--- src/rtl/bus_pkg.sv ---
`default_nettype none
// +----------------------------------------------------------------------+
// | bus_pkg: shared sizes and state encoding for the bus frame scheduler |
// | Rev 1.0                                                              |
// +----------------------------------------------------------------------+
package bus_pkg;

   localparam int N_NODES   = 16;
   localparam int ADDR_W    = 4;
   localparam int DATA_W    = 64;
   localparam int CRC_W     = 4;
   localparam int FRAME_LEN = 1 + 2 * ADDR_W + DATA_W + CRC_W;
   localparam int CNT_W     = 7;

   typedef enum logic [1:0] {
      IDLE = 2'd0,
      SEND = 2'd1,
      GAP  = 2'd2
   } state_t;

endpackage
`default_nettype wire

--- src/rtl/bus_frame_scheduler_if.sv ---
`default_nettype none
// +----------------------------------------------------------------------+
// | bus_frame_scheduler_if: node request fields and serial bus outputs   |
// | Rev 1.0                                                              |
// +----------------------------------------------------------------------+
interface bus_frame_scheduler_if;
   import bus_pkg::*;

   logic [N_NODES-1:0]        mod;
   logic [N_NODES*ADDR_W-1:0] receiver_addr_flat;
   logic [N_NODES*DATA_W-1:0] data_flat;
   logic [N_NODES*CRC_W-1:0]  crc_flat;
   logic                      bus_show;
   logic [N_NODES-1:0]        grant;
   logic [N_NODES-1:0]        ack;
   logic                      busy;
   logic                      frame_done;

   modport master (
      output mod, receiver_addr_flat, data_flat, crc_flat,
      input  bus_show, grant, ack, busy, frame_done
   );

   modport slave (
      input  mod, receiver_addr_flat, data_flat, crc_flat,
      output bus_show, grant, ack, busy, frame_done
   );

endinterface
`default_nettype wire

--- src/rtl/bus_frame_scheduler_rr_arbiter_16.sv ---
`default_nettype none
// +----------------------------------------------------------------------+
// | rr_arbiter_16: rotate-priority pick starting just after last_grant   |
// | Rev 1.0                                                              |
// +----------------------------------------------------------------------+
module rr_arbiter_16
   import bus_pkg::*;
(
   input  logic [N_NODES-1:0] req,
   input  logic [ADDR_W-1:0]  last_grant,
   output logic               valid,
   output logic [ADDR_W-1:0]  idx,
   output logic [N_NODES-1:0] onehot
);

   logic [ADDR_W-1:0] cand;

   // Scan from the farthest candidate down so the nearest one after last_grant wins.
   always_comb begin
      valid  = 1'b0;
      idx    = '0;
      onehot = '0;
      cand   = '0;
      for (int k = N_NODES; k >= 1; k--) begin
         cand = last_grant + ADDR_W'(k);
         if (req[cand]) begin
            valid = 1'b1;
            idx   = cand;
         end
      end
      if (valid) begin
         onehot[idx] = 1'b1;
      end
   end

endmodule
`default_nettype wire

--- src/rtl/bus_frame_scheduler.sv ---
`default_nettype none
// +----------------------------------------------------------------------+
// | bus_frame_scheduler: round-robin arbitration and frame serialiser    |
// | Rev 1.0                                                              |
// +----------------------------------------------------------------------+
module bus_frame_scheduler
   import bus_pkg::*;
(
   input  logic                  clock,
   input  logic                  reset,
   bus_frame_scheduler_if.slave  bus
);

   state_t                 state_q, state_d;
   logic [FRAME_LEN-1:0]   sr_q, sr_d;
   logic [CNT_W-1:0]       cnt_q, cnt_d;
   logic [ADDR_W-1:0]      last_grant_q, last_grant_d;
   logic                   bus_show_q, bus_show_d;
   logic [N_NODES-1:0]     grant_q, grant_d;
   logic [N_NODES-1:0]     ack_q, ack_d;
   logic                   busy_q, busy_d;
   logic                   frame_done_q, frame_done_d;

   logic                   arb_valid;
   logic [ADDR_W-1:0]      arb_idx;
   logic [N_NODES-1:0]     arb_onehot;
   logic [FRAME_LEN-1:0]   new_frame;

   rr_arbiter_16 u_arb (
      .req        (bus.mod),
      .last_grant (last_grant_q),
      .valid      (arb_valid),
      .idx        (arb_idx),
      .onehot     (arb_onehot)
   );

   assign new_frame = {1'b1, arb_idx,
                       bus.receiver_addr_flat[arb_idx*ADDR_W +: ADDR_W],
                       bus.data_flat[arb_idx*DATA_W +: DATA_W],
                       bus.crc_flat[arb_idx*CRC_W +: CRC_W]};

   // The start bit goes straight to bus_show at the latch edge; sr holds the remainder.
   always_comb begin
      state_d      = state_q;
      sr_d         = sr_q;
      cnt_d        = cnt_q;
      last_grant_d = last_grant_q;
      bus_show_d   = 1'b0;
      grant_d      = grant_q;
      ack_d        = '0;
      frame_done_d = 1'b0;
      case (state_q)
         IDLE: begin
            if (arb_valid) begin
               sr_d         = {new_frame[FRAME_LEN-2:0], 1'b0};
               bus_show_d   = new_frame[FRAME_LEN-1];
               grant_d      = arb_onehot;
               ack_d        = arb_onehot;
               last_grant_d = arb_idx;
               cnt_d        = '0;
               state_d      = SEND;
            end
         end
         SEND: begin
            if (cnt_q == CNT_W'(FRAME_LEN - 1)) begin
               grant_d = '0;
               state_d = GAP;
            end else begin
               bus_show_d   = sr_q[FRAME_LEN-1];
               sr_d         = {sr_q[FRAME_LEN-2:0], 1'b0};
               cnt_d        = cnt_q + 1'b1;
               frame_done_d = (cnt_q == CNT_W'(FRAME_LEN - 2));
            end
         end
         GAP: begin
            state_d = IDLE;
         end
         default: begin
            grant_d = '0;
            state_d = IDLE;
         end
      endcase
      busy_d = (state_d != IDLE);
   end

   always_ff @(posedge clock or posedge reset) begin
      if (reset) begin
         state_q      <= IDLE;
         sr_q         <= '0;
         cnt_q        <= '0;
         last_grant_q <= ADDR_W'(N_NODES - 1);
         bus_show_q   <= 1'b0;
         grant_q      <= '0;
         ack_q        <= '0;
         busy_q       <= 1'b0;
         frame_done_q <= 1'b0;
      end else begin
         state_q      <= state_d;
         sr_q         <= sr_d;
         cnt_q        <= cnt_d;
         last_grant_q <= last_grant_d;
         bus_show_q   <= bus_show_d;
         grant_q      <= grant_d;
         ack_q        <= ack_d;
         busy_q       <= busy_d;
         frame_done_q <= frame_done_d;
      end
   end

   assign bus.bus_show   = bus_show_q;
   assign bus.grant      = grant_q;
   assign bus.ack        = ack_q;
   assign bus.busy       = busy_q;
   assign bus.frame_done = frame_done_q;

endmodule
`default_nettype wire

--- src/flat_wrapper.sv ---
// flat-port wrapper written by rule: the top's interface ports become plain ports
module bus_frame_scheduler_flat import bus_pkg::*;
  (clock, reset, bus_mod, bus_receiver_addr_flat, bus_data_flat, bus_crc_flat, bus_bus_show, bus_grant, bus_ack, bus_busy, bus_frame_done);
  bus_frame_scheduler_if bus_i ();
  input  logic clock;
  input  logic reset;
  input wire logic [$bits(bus_i.mod)-1:0] bus_mod;
  input wire logic [$bits(bus_i.receiver_addr_flat)-1:0] bus_receiver_addr_flat;
  input wire logic [$bits(bus_i.data_flat)-1:0] bus_data_flat;
  input wire logic [$bits(bus_i.crc_flat)-1:0] bus_crc_flat;
  output wire logic [$bits(bus_i.bus_show)-1:0] bus_bus_show;
  output wire logic [$bits(bus_i.grant)-1:0] bus_grant;
  output wire logic [$bits(bus_i.ack)-1:0] bus_ack;
  output wire logic [$bits(bus_i.busy)-1:0] bus_busy;
  output wire logic [$bits(bus_i.frame_done)-1:0] bus_frame_done;
  assign bus_i.mod = bus_mod;
  assign bus_i.receiver_addr_flat = bus_receiver_addr_flat;
  assign bus_i.data_flat = bus_data_flat;
  assign bus_i.crc_flat = bus_crc_flat;
  assign bus_bus_show = bus_i.bus_show;
  assign bus_grant = bus_i.grant;
  assign bus_ack = bus_i.ack;
  assign bus_busy = bus_i.busy;
  assign bus_frame_done = bus_i.frame_done;
  bus_frame_scheduler u_core (.clock(clock), .reset(reset), .bus(bus_i));
endmodule
--- config.mk ---
export PLATFORM = sky130hd
export DESIGN_NAME = bus_frame_scheduler_flat
export DESIGN_NICKNAME = d
export VERILOG_FILES = /design/src/rtl/bus_pkg.sv /design/src/rtl/bus_frame_scheduler_if.sv /design/src/rtl/bus_frame_scheduler_rr_arbiter_16.sv /design/src/rtl/bus_frame_scheduler.sv /design/src/flat_wrapper.sv
export SDC_FILE = /design/constraint.sdc
export NUM_CORES = 1
export LEC_CHECK = 0
export BUFFER_PORTS_ARGS = -buffer_cell sky130_fd_sc_hd__buf_2
export CAP_MARGIN = 20
export CELL_PAD_IN_SITES_DETAIL_PLACEMENT = 0
export CELL_PAD_IN_SITES_GLOBAL_PLACEMENT = 1
export CORE_AREA = 2 2 465 467
export CTS_CLUSTER_DIAMETER = 50
export DETAILED_ROUTE_END_ITERATION = 16
export DIE_AREA = 0 0 467 469
export PLACE_DENSITY_LB_ADDON = 0.1
export SLEW_MARGIN = 10
export SYNTH_ARGS = -nofsm -noshare
export SYNTH_HDL_FRONTEND = slang
export SYNTH_SLANG_ARGS = --single-unit
--- constraint.sdc ---
create_clock -name clock -period 6.7 [get_ports clock]
set_clock_uncertainty 0.05 [all_clocks]
set_input_delay 1.34 -clock clock [delete_from_list [all_inputs] [get_ports clock]]
set_output_delay 1.34 -clock clock [all_outputs]
set_load 0.01 [all_outputs]
==> impl_metrics.json, run 1 <==
{
  "syn_area_per_cell_um2": 7.098,
  "drc": 0,
  "synth_cells": 2511,
  "ys_seq_elements": 124,
  "grt_max_degree": 72,
  "slew_viol_final": 0,
  "drive_gt1_share_pct": 40.75,
  "finalCriticalPeriod_ns": 6.379,
  "min_path_type": "flop to flop",
  "ir_worst_vdd_v": 0.0002396,
  "fillCellCount": 25240,
  "cts_buffer_depth": 2,
  "worst_setup_path_start_kind": "flop",
  "coreArea_um2": 213800,
  "p_leak_nw": 13.00,
  "die_x_um": 467,
  "start_util_pct": 8.337,
  "netlist_area_um2": 17820,
  "r2r_cells": 16,
  "area_delta_synth_final_pct": 59.62,
  "max-slew-margin-rel_pct": 36.53,
  "r2r_slack_ns": 0.32,
  "postCtsHoldBufs": 0,
  "clkLatencyLatePin_ns": 0.55,
  "finalSetupViolCount": 0,
  "finalCritPeriodShare_pct": 95.21,
  "wl_per_cell_um": 31.30,
  "fp.dieH_um": 469,
  "tightestPinTransition_ns": 0.9458,
  "io_pins": 1205,
  "endpoint_kind": "flop",
  "max_freq_mhz": 156.8,
  "worstHoldPathCells": 1,
  "hold_violations": 0,
  "fp.dieArea_um2": 219000,
  "track_usage_pct": 17.93,
  "cts_tree": "built",
  "worst-endpoint-required_ns": 7.07,
  "fin_tns_setup_ns": 0,
  "drtIter0Drc": 1805,
  "path_class": "flop to flop",
  "first_global_vias": 26160,
  "num_rows": 170,
  "cts-root-buf": "clkbuf_16",
  "cap_violations": 0,
  "syn-num-nets": 3690,
  "cts_buffers": 17,
  "cts.sinks": 124,
  "port_buffers": 1204,
  "gp_congestion": 0.8472,
  "route.vias.total": 25460,
  "final_nets": 4832,
  "antenna_found_initial": 208,
  "synth_flop_cell": "dfrtp_1",
  "grt-ovfl-total": 0,
  "grt_pass1_wl_um": 261200,
  "power_density_nw_per_um2": 195.9,
  "path_clk_slew_ns": 0.09,
  "cp_data_arrival_time_ns": 6.75,
  "cts_max_level": 4,
  "worstHoldStart": "u_core.bus.grant[8]$_DFFE_PP0P_",
  "min_to": "u_core.bus.grant[8]$_DFFE_PP0P_",
  "ant_nets": 0,
  "status": "finished clean",
  "path_max_fanout": 69,
  "ys_seq_area_share_pct": 17.44,
  "timing.rr.start": "u_core.last_grant_q[1]$_DFFE_PP1P_",
  "synth-async-reset-ratio_pct": 100.0,
  "synth_edf_count": 0,
  "hold_slack_ns": 0.4301,
  "rsz0062_at_grt": "false",
  "wl_um": 204500,
  "routed_via_density": 3.897,
  "r2r-end": "u_core.sr_q[40]$_DFFE_PP0P_",
  "hpwl_um": 172700,
  "firstDrtPassIters": 5,
  "synth_cell_types": 79,
  "yosysWarningCount": 0
}
sequential cells by signal, summed over array words and instances, names as in the netlist:
name                   count
u_core.state_q             2
u_core.cnt_q               7
u_core.bus.frame_done      1
u_core.bus.busy            1
u_core.bus.grant          16
u_core.sr_q               76
u_core.bus.bus_show        1
u_core.bus.ack            16
u_core.last_grant_q        4
cell type report:
cell class	instances	area [µm²]	share of cell area (%)
Inverter	17	73.82	0.2595
Antenna cell	29	72.57	0.2551
Multi-Input combinational cell	2118	13320	46.81
Clock buffer	19	442.9	1.557
Timing Repair Buffer	1375	7747	27.23
Sequential cell	124	3108	10.93
Tap cell	2838	3551	12.48
Clock inverter	13	136.4	0.4794
metal layers:
| layer | GRT usage, % | vias up | share of wire [%] | wire (µm) |
|---|---|---|---|---|
| li1 | - | 11640 | - | - |
| met1 | 21.73 | 12240 | 41 | 84300 |
| met2 | 32.74 | 1112 | 51 | 104200 |
| met3 | 4.002 | 373 | 5.8 | 11920 |
| met4 | 2.305 | 96 | 1.7 | 3485 |
| met5 | 0 | - | 0.29 | 589 |
worst max path at each step:
stage                                        from                     endpoint  cells past startpoint
6_report       u_core.last_grant_q[1]$_DFFE_PP1P_  u_core.sr_q[40]$_DFFE_PP0P_                     16
2_1_floorplan  u_core.last_grant_q[1]$_DFFE_PP1P_  u_core.sr_q[12]$_DFFE_PP0P_                     20
3_5_place_dp   u_core.last_grant_q[1]$_DFFE_PP1P_  u_core.sr_q[36]$_DFFE_PP0P_                     18
3_3_place_gp                           bus_mod[3]  u_core.sr_q[68]$_DFFE_PP0P_                     15
4_1_cts        u_core.last_grant_q[1]$_DFFE_PP1P_  u_core.sr_q[36]$_DFFE_PP0P_                     18
5_1_grt        u_core.last_grant_q[1]$_DFFE_PP1P_  u_core.sr_q[36]$_DFFE_PP0P_                     18
timing repair:
| action | in CTS | in global routing |
|---|---|---|
| setup endpoints to repair | 0 | 3 |
| buffers inserted | 0 | 0 |
| gates resized for setup | 0 | 3 |
cells in the mapped netlist (4+ instances only):
cell type / instances / area (µm²)
dfstp_2: 4 / 105.1
xor2_1: 8 / 70.07
buf_1: 10 / 37.54
a22o_1: 4 / 35.03
nor3_1: 6 / 30.03
mux2_2: 19 / 214.0
a21oi_1: 85 / 425.4
nor4_1: 5 / 31.28
and2_0: 15 / 93.84
xnor2_1: 7 / 61.31
and3_1: 5 / 31.28
nand2b_1: 8 / 50.05
nor2_1: 56 / 210.2
dfrtp_1: 120 / 3003
buf_8: 7 / 105.1
a211oi_1: 71 / 533.0
mux4_2: 23 / 518.0
a21o_1: 19 / 142.6
inv_1: 16 / 60.06
a311oi_1: 71 / 621.9
buf_6: 29 / 326.6
a221oi_1: 74 / 648.1
a2111oi_0: 8 / 70.07
nand2_1: 638 / 2395
nor3_2: 4 / 40.04
nand4_1: 9 / 56.30
o21ai_0: 89 / 445.4
nor2b_1: 14 / 87.58
a22oi_1: 6 / 45.04
buf_2: 60 / 300.3
o32ai_1: 70 / 613.1
clkbuf_1: 123 / 461.7
a31oi_1: 9 / 56.30
buf_4: 15 / 112.6
mux2i_1: 233 / 2332
a221o_1: 4 / 40.04
or3_1: 71 / 444.2
and2_1: 61 / 381.6
nand3_1: 357 / 1787
buf_12: 7 / 140.1
ha_1: 9 / 112.6
stage by stage:
step                      worst slack [ns]  area, µm²  util, %  cells  power (mW)
final                               0.3211      28450    13.31   6533       5.572
after global routing                0.1276      28400    13.29   6515       5.973
after CTS                           0.2162      28370    13.27   6504       5.766
after detailed placement            0.2814      27790    13.00   6472       4.649
after global placement              0.2641      27790    13.00   6472       4.677
after floorplan                      1.813      17820        -   2511       2.753
layout by cell type (no fill, tap or decap), drive strengths merged, types with 14 or more instances in the layout:
cell type	synthesis	routed
mux2	19	19
mux4	23	23
inv	16	20
a211oi	71	71
o32ai	70	70
nor2	56	56
and2	76	76
a21o	19	19
nor2b	14	14
a21oi	85	85
mux2i	234	234
buf	128	1375
a311oi	72	72
clkbuf	124	19
o21ai	92	92
nand2	638	638
nand3	358	358
diode	0	29
a221oi	75	75
dfrtp	120	120
or3	71	71
where the power goes:
group / internal (mW) / total, mW / switching, mW / leakage (nW)
Combinational: 1.30 / 3.77 / 2.47 / 11.0
Sequential: 0.753 / 0.763 / 0.0108 / 1.69
Clock: 0.528 / 1.04 / 0.512 / 0.274
Total: 2.58 / 5.57 / 2.99 / 13.0
critical path: stages, from the launching register on:
cell and delay (ns):
dfstp_2 0.68, buf_4 0.37, ha_1 0.37, xnor2_2 0.24
a2111oi_1 0.68, nor4_1 0.15, buf_4 0.19, or2_1 0.28
or4b_1 0.57, a211o_4 0.41, buf_12 0.18, and2_1 0.48
a221oi_1 0.43, a211oi_1 0.12, a311oi_1 0.51, buf_4 0.20
a21oi_1 0.05
cell families after synthesis:
group	count (synthesis)	share of synthesized area [%]
adders and majority gates	9	0.6319
DFF	124	17.44
buffers and inverters	269	8.712
muxes	276	17.27
xor gates and xnor gates	17	0.9197
AOI/OAI and AO/OA	554	22.77
and+or+nand+nor	1262	32.25
Note: power is estimated with default switching activity, not from simulation.
==> run 2, diff against run 1 <==
ABC_AREA = 1   (was unset)
CORE_AREA = 2 2 471 473   (was 2 2 465 467)
DIE_AREA = 0 0 473 475   (was 0 0 467 469)
PLACE_DENSITY = 0.4   (was unset)
PLACE_DENSITY_LB_ADDON = unset   (was 0.1)
==> run 2 against run 1 <==
Maximum frequency up 14%. Synthesized cell count up 68%. Via count up 21%. Cell area up 6.0%. First-iteration DRC count up 18%. Sequential share of layout area down 0.62 points. Register-to-register slack better by 0.80 ns. Routed wire length down 11%. Non-clock buffer count down 97. Cell count up 24%. Setup slack better by 0.80 ns. Utilization up 0.46 points. Critical path type unchanged. Critical endpoint is now u_core.sr_q[51]$_DFFE_PP0P_.
==> impl_metrics.json, run 2 <==
{
  "path_clk_slew_ns": 0.08,
  "multi_input_area_um2": 15300,
  "critical-path-slowest-cell": "ha_1",
  "largest_reg_flops": 76,
  "grt_max_degree": 130,
  "antenna_found_initial": 87,
  "port_buffers": 1204,
  "cts_tree": "built",
  "worst-endpoint-required_ns": 7.12,
  "cts_max_level": 4,
  "status": "finished clean",
  "top_register": "u_core.sr_q",
  "wl_um": 182200,
  "io_pins": 1205,
  "final_core_util_pct": 13.76,
  "finalCritPeriodShare_pct": 83.20,
  "cts_setup_buffers": 0,
  "fp.dieH_um": 475,
  "postCtsHoldBufs": 0,
  "gp_congestion": 0.8554,
  "cap_violations": 0,
  "finalSetupViolCount": 0,
  "grt_pass1_wl_um": 247500,
  "num_rows": 172,
  "crit_top_cell": "nand2_1",
  "cp_top_family": "simple AND/OR/NAND/NOR gates",
  "area_delta_synth_final_pct": 47.91,
  "finalCriticalPeriod_ns": 5.574,
  "worst_setup_path_start_kind": "flop",
  "synth_flop_cell": "dfrtp_1",
  "cts_buffer_depth": 2,
  "synth.most_common_cell": "nand2_1",
  "slew_viol_final": 0,
  "track_usage_pct": 15.59,
  "max-slew-margin-rel_pct": 24.29,
  "wl_per_cell_um": 22.42,
  "fin_tns_setup_ns": 0,
  "die_x_um": 473,
  "synth_top_area_share_pct": 49.51,
  "max_stage_delay_ns": 0.66,
  "cts-root-buf": "clkbuf_16",
  "fp.dieArea_um2": 224700,
  "syn-num-nets": 5395,
  "final_cell_mix": "nand2_1 (2,688), buf_2 (1,204), nand3_1 (570)",
  "start_util_pct": 9.305,
  "drive_gt1_share_pct": 25.97,
  "synth_cells": 4216,
  "routed_via_density": 3.790,
  "layout_commonest_cell": "nand2_1",
  "synth.area.top_cells": "nand2_1 (50%), dfrtp_1 (15%), nand3_1 (14%), buf_2 (4.0%), o21bai_1 (2.6%)",
  "synth_cell_types": 33,
  "rsz0062_at_grt": "false",
  "hold_violations": 0,
  "synth-async-reset-ratio_pct": 100.0,
  "cp_data_arrival_time_ns": 5.99,
  "max_freq_mhz": 179.4,
  "drtIter0Drc": 2128,
  "path_class": "flop to flop",
  "endpoint_kind": "flop",
  "final_nets": 6380,
  "coreArea_um2": 219100,
  "netlist_top_cells_count": "nand2_1 (2,689), nand3_1 (570), buf_2 (161)",
  "tightestPinTransition_ns": 1.136,
  "fillCellCount": 26440,
  "path_max_fanout": 65,
  "syn_area_per_cell_um2": 4.835,
  "netlist_area_um2": 20390,
  "first_global_vias": 31420,
  "drc": 0,
  "crit_buf_inv": 5,
  "firstDrtPassIters": 5,
  "synth_top_area_cell": "nand2_1",
  "route.vias.total": 30800,
  "cts.sinks": 124,
  "min_path_type": "flop to flop",
  "hold_slack_ns": 0.4237,
  "seq_area_um2": 3108,
  "grt-ovfl-total": 0,
  "hpwl_um": 150600,
  "ys_seq_area_share_pct": 15.25,
  "synth_edf_count": 0,
  "ant_nets": 0,
  "cts_buffers": 17,
  "ys_seq_elements": 124,
  "yosysWarningCount": 0,
  "cts.repair.resized": 0,
  "clkLatencyLatePin_ns": 0.54
}
[run 2: cell count changes after synthesis, sizes merged, moves of 42 or more]
cell | previous run | this run
inv | 16 | 136
nand3 | 358 | 570
and2 | 76 | 0
a21oi | 85 | 43
a311oi | 72 | 0
nand2 | 638 | 2695
o21ai | 92 | 172
a221oi | 75 | 0
o21bai | 1 | 71
or3 | 71 | 0
buf | 128 | 211
mux2i | 234 | 0
a211oi | 71 | 0
o32ai | 70 | 0
[run 2: metal layers]
| metal | up-vias | track usage, % | routed length [µm] |
|---|---|---|---|
| met5 | - | 0 | 216 |
| met4 | 32 | 4.678 | 4075 |
| met3 | 155 | 3.687 | 12790 |
| met2 | 1135 | 26.21 | 86390 |
| met1 | 14270 | 19.60 | 78700 |
| li1 | 15200 | - | - |
[run 2: path summary, 6_finish.rpt]
| kind | start | to | slack [ns] | depth (start not counted) |
|---|---|---|---|---|
| worst max-delay path | u_core.last_grant_q[1]$_DFFE_PP1P_ | u_core.sr_q[51]$_DFFE_PP0P_ | 1.13 | 34 |
| worst min-delay path | u_core.sr_q[16]$_DFFE_PP0P_ | u_core.sr_q[16]$_DFFE_PP0P_ | 0.42 | 2 |
| worst max register to register | u_core.last_grant_q[1]$_DFFE_PP1P_ | u_core.sr_q[51]$_DFFE_PP0P_ | 1.13 | 34 |
| worst min register to register | u_core.sr_q[16]$_DFFE_PP0P_ | u_core.sr_q[16]$_DFFE_PP0P_ | 0.42 | 2 |
| max in group asynchronous | reset | u_core.sr_q[20]$_DFFE_PP0P_ | 4.45 | 3 |
| min in group asynchronous | reset | u_core.sr_q[63]$_DFFE_PP0P_ | 0.81 | 2 |
[run 2: layout make-up]
cell class                      count  share of cell area [%]
Antenna cell                       41                  0.3403
Clock buffer                       18                   1.456
Clock inverter                     14                  0.4896
Inverter                          136                   1.776
Multi-Input combinational cell   3644                   50.73
Sequential cell                   124                   10.31
Tap cell                         2871                   11.91
Timing Repair Buffer             1278                   22.99
[run 2: worst min-delay path, delay by kind of cell, from the launching register on]
kind | cells | cell delay [ns]
flip-flops | 1 | 0.34
AND/OR/NAND/NOR | 2 | 0.11
[run 2: through the flow]
stage          setup WS, ns  cells  cell area (µm²)
2_1_floorplan         2.017   4216            20390
6_report              1.126   8126            30150
4_1_cts              0.9958   8085            30050
3_5_place_dp          1.024   8053            29460
5_1_grt              0.6046   8110            30110
3_3_place_gp         0.8913   8053            29460
[run 2: cell families (layout without fill, tap and decap cells)]
group	count (synthesis)	count (layout)	share of synthesized area, %
and+or+nand+nor	3322	3322	64.91
DFF	124	124	15.25
xor gates and xnor gates	8	8	0.4726
adders and majority gates	9	9	0.5524
other	0	41	0
AOI/OAI and AO/OA	305	305	8.752
buffers and inverters	448	1446	10.07
Power of run 2 is not shown: default switching activity piles up to over one toggle a cycle in this logic, so the estimate is an artifact.
==> run 3, diff against run 2 <==
clock period = 5.4 ns   (was 6.7 ns; I/O delays follow)
==> run 3 against run 2 <==
Worst hold slack gained 0.0031 ns. Sequential share of layout area shrank 0.26 points. Count of clock-buffer cells in the layout is the same. First-iteration DRC count shrank 16%.
==> impl_metrics.json, run 3 (same netlist as run 2, synthesis figures left out) <==
{
  "status": "finished clean",
  "final_nets": 6455,
  "max_stage_delay_ns": 0.63,
  "antenna_found_initial": 68,
  "cts-root-buf": "clkbuf_16",
  "fin_tns_setup_ns": 0,
  "fillCellCount": 26480,
  "finalCritPeriodShare_pct": 89.47,
  "area_delta_synth_final_pct": 51.80,
  "finalSetupViolCount": 0,
  "max-slew-margin-rel_pct": 42.92,
  "final_cell_mix": "nand2_1 (2,688), buf_2 (1,204), nand3_1 (570)",
  "cts_tree": "built",
  "hpwl_um": 155500,
  "grt_pass1_wl_um": 250600,
  "drive_gt1_share_pct": 27.00,
  "fp.dieArea_um2": 224700,
  "start_util_pct": 9.305,
  "cts.sinks": 124,
  "cap_violations": 0,
  "drc": 0,
  "num_rows": 172,
  "die_x_um": 473,
  "grt-ovfl-total": 0,
  "top_register": "u_core.sr_q",
  "firstDrtPassIters": 6,
  "max_freq_mhz": 207.0,
  "min_path_type": "flop to flop",
  "seq_area_um2": 3108,
  "cts_setup_buffers": 0,
  "path_clk_slew_ns": 0.08,
  "track_usage_pct": 15.86,
  "endpoint_kind": "flop",
  "r2r_slack_ns": 0.57,
  "wl_per_cell_um": 22.67,
  "ant_nets": 0,
  "finalCriticalPeriod_ns": 4.831,
  "cp_data_arrival_time_ns": 5.18,
  "route.vias.total": 31200,
  "cts_buffers": 17,
  "routed_via_density": 3.799,
  "first_global_vias": 31830,
  "cts.repair.resized": 0,
  "io_pins": 1205,
  "clkLatencyLatePin_ns": 0.52,
  "coreArea_um2": 219100,
  "cts_buffer_depth": 2,
  "layout_commonest_cell": "nand2_1",
  "drtIter0Drc": 1789,
  "critical-path-slowest-cell": "dfstp_2",
  "tightestPinTransition_ns": 0.8562,
  "crit_buf_inv": 5,
  "worst-endpoint-required_ns": 5.75,
  "hold_violations": 0,
  "slew_viol_final": 0,
  "fp.dieH_um": 475,
  "port_buffers": 1204,
  "worst_setup_path_start_kind": "flop",
  "largest_reg_flops": 76,
  "gp_congestion": 0.8548,
  "crit_top_cell": "nand2_1",
  "wl_um": 186100,
  "path_max_fanout": 72,
  "path_class": "flop to flop",
  "cp_top_family": "simple AND/OR/NAND/NOR gates",
  "multi_input_area_um2": 15300,
  "cts_max_level": 4,
  "postCtsHoldBufs": 0,
  "grt_max_degree": 83
}
[run 3: changes by cell type in the layout (fill, tap and decap cells not counted), moves of 2 or more]
cell / delta
buf_4: +59
buf_12: +16
diode_2: +11
clkinv_4: +2
inv_6: -2
inv_8: -2
[run 3: worst reg2reg max path, delay by kind of cell (launching register included)]
family,cells,cell delay (ns)
buf+inv,5,0.89
fa+ha+maj,1,0.34
compound gates,1,0.14
flops,1,0.63
simple gates,27,2.68
[run 3: routing by layer]
layer  share of wire [%]  GRT usage (%)  routed length (µm)
met2                  48          26.87               89040
met3                 6.8          3.964               12630
met1                  43          19.53               79910
met4                 2.4          5.064                4405
met5               0.080              0                 149
[run 3: cell type report]
cell class              count  share of cell area [%]
flip-flops and latches    124                   10.04
multi-input cells        3644                   49.43
diodes                     52                  0.4205
well taps                2871                   11.61
clock buffers              18                   1.387
inverters                 136                   1.730
repair buffers           1353                   24.87
clock inverters            14                  0.5175
[run 3: per-stage QoR]
stage	utilization [%]	area, µm²	hold slack [ns]	setup WS, ns	std cells
floorplan	-	20390	0.3937	0.9774	4216
global placement	13.80	30230	0.4072	0.2369	8128
detailed placement	13.80	30230	0.4101	0.3880	8128
CTS	14.07	30820	0.4297	0.3888	8160
global route	14.10	30900	0.4482	-0.0001603	8192
finish	14.13	30950	0.4268	0.5688	8212
[run 3: worst paths after layout]
| kind | endpoint | startpoint | cells after the start |
|---|---|---|---|
| max | u_core.sr_q[32]$_DFFE_PP0P_ | u_core.last_grant_q[1]$_DFFE_PP1P_ | 34 |
| min | u_core.sr_q[8]$_DFFE_PP0P_ | u_core.sr_q[8]$_DFFE_PP0P_ | 2 |
| max reg2reg | u_core.sr_q[32]$_DFFE_PP0P_ | u_core.last_grant_q[1]$_DFFE_PP1P_ | 34 |
| min reg2reg | u_core.sr_q[8]$_DFFE_PP0P_ | u_core.sr_q[8]$_DFFE_PP0P_ | 2 |
| max in group asynchronous | u_core.sr_q[18]$_DFFE_PP0P_ | reset | 3 |
| min in group asynchronous | u_core.sr_q[55]$_DFFE_PP0P_ | reset | 2 |
Power of run 3 is left out for the same reason.
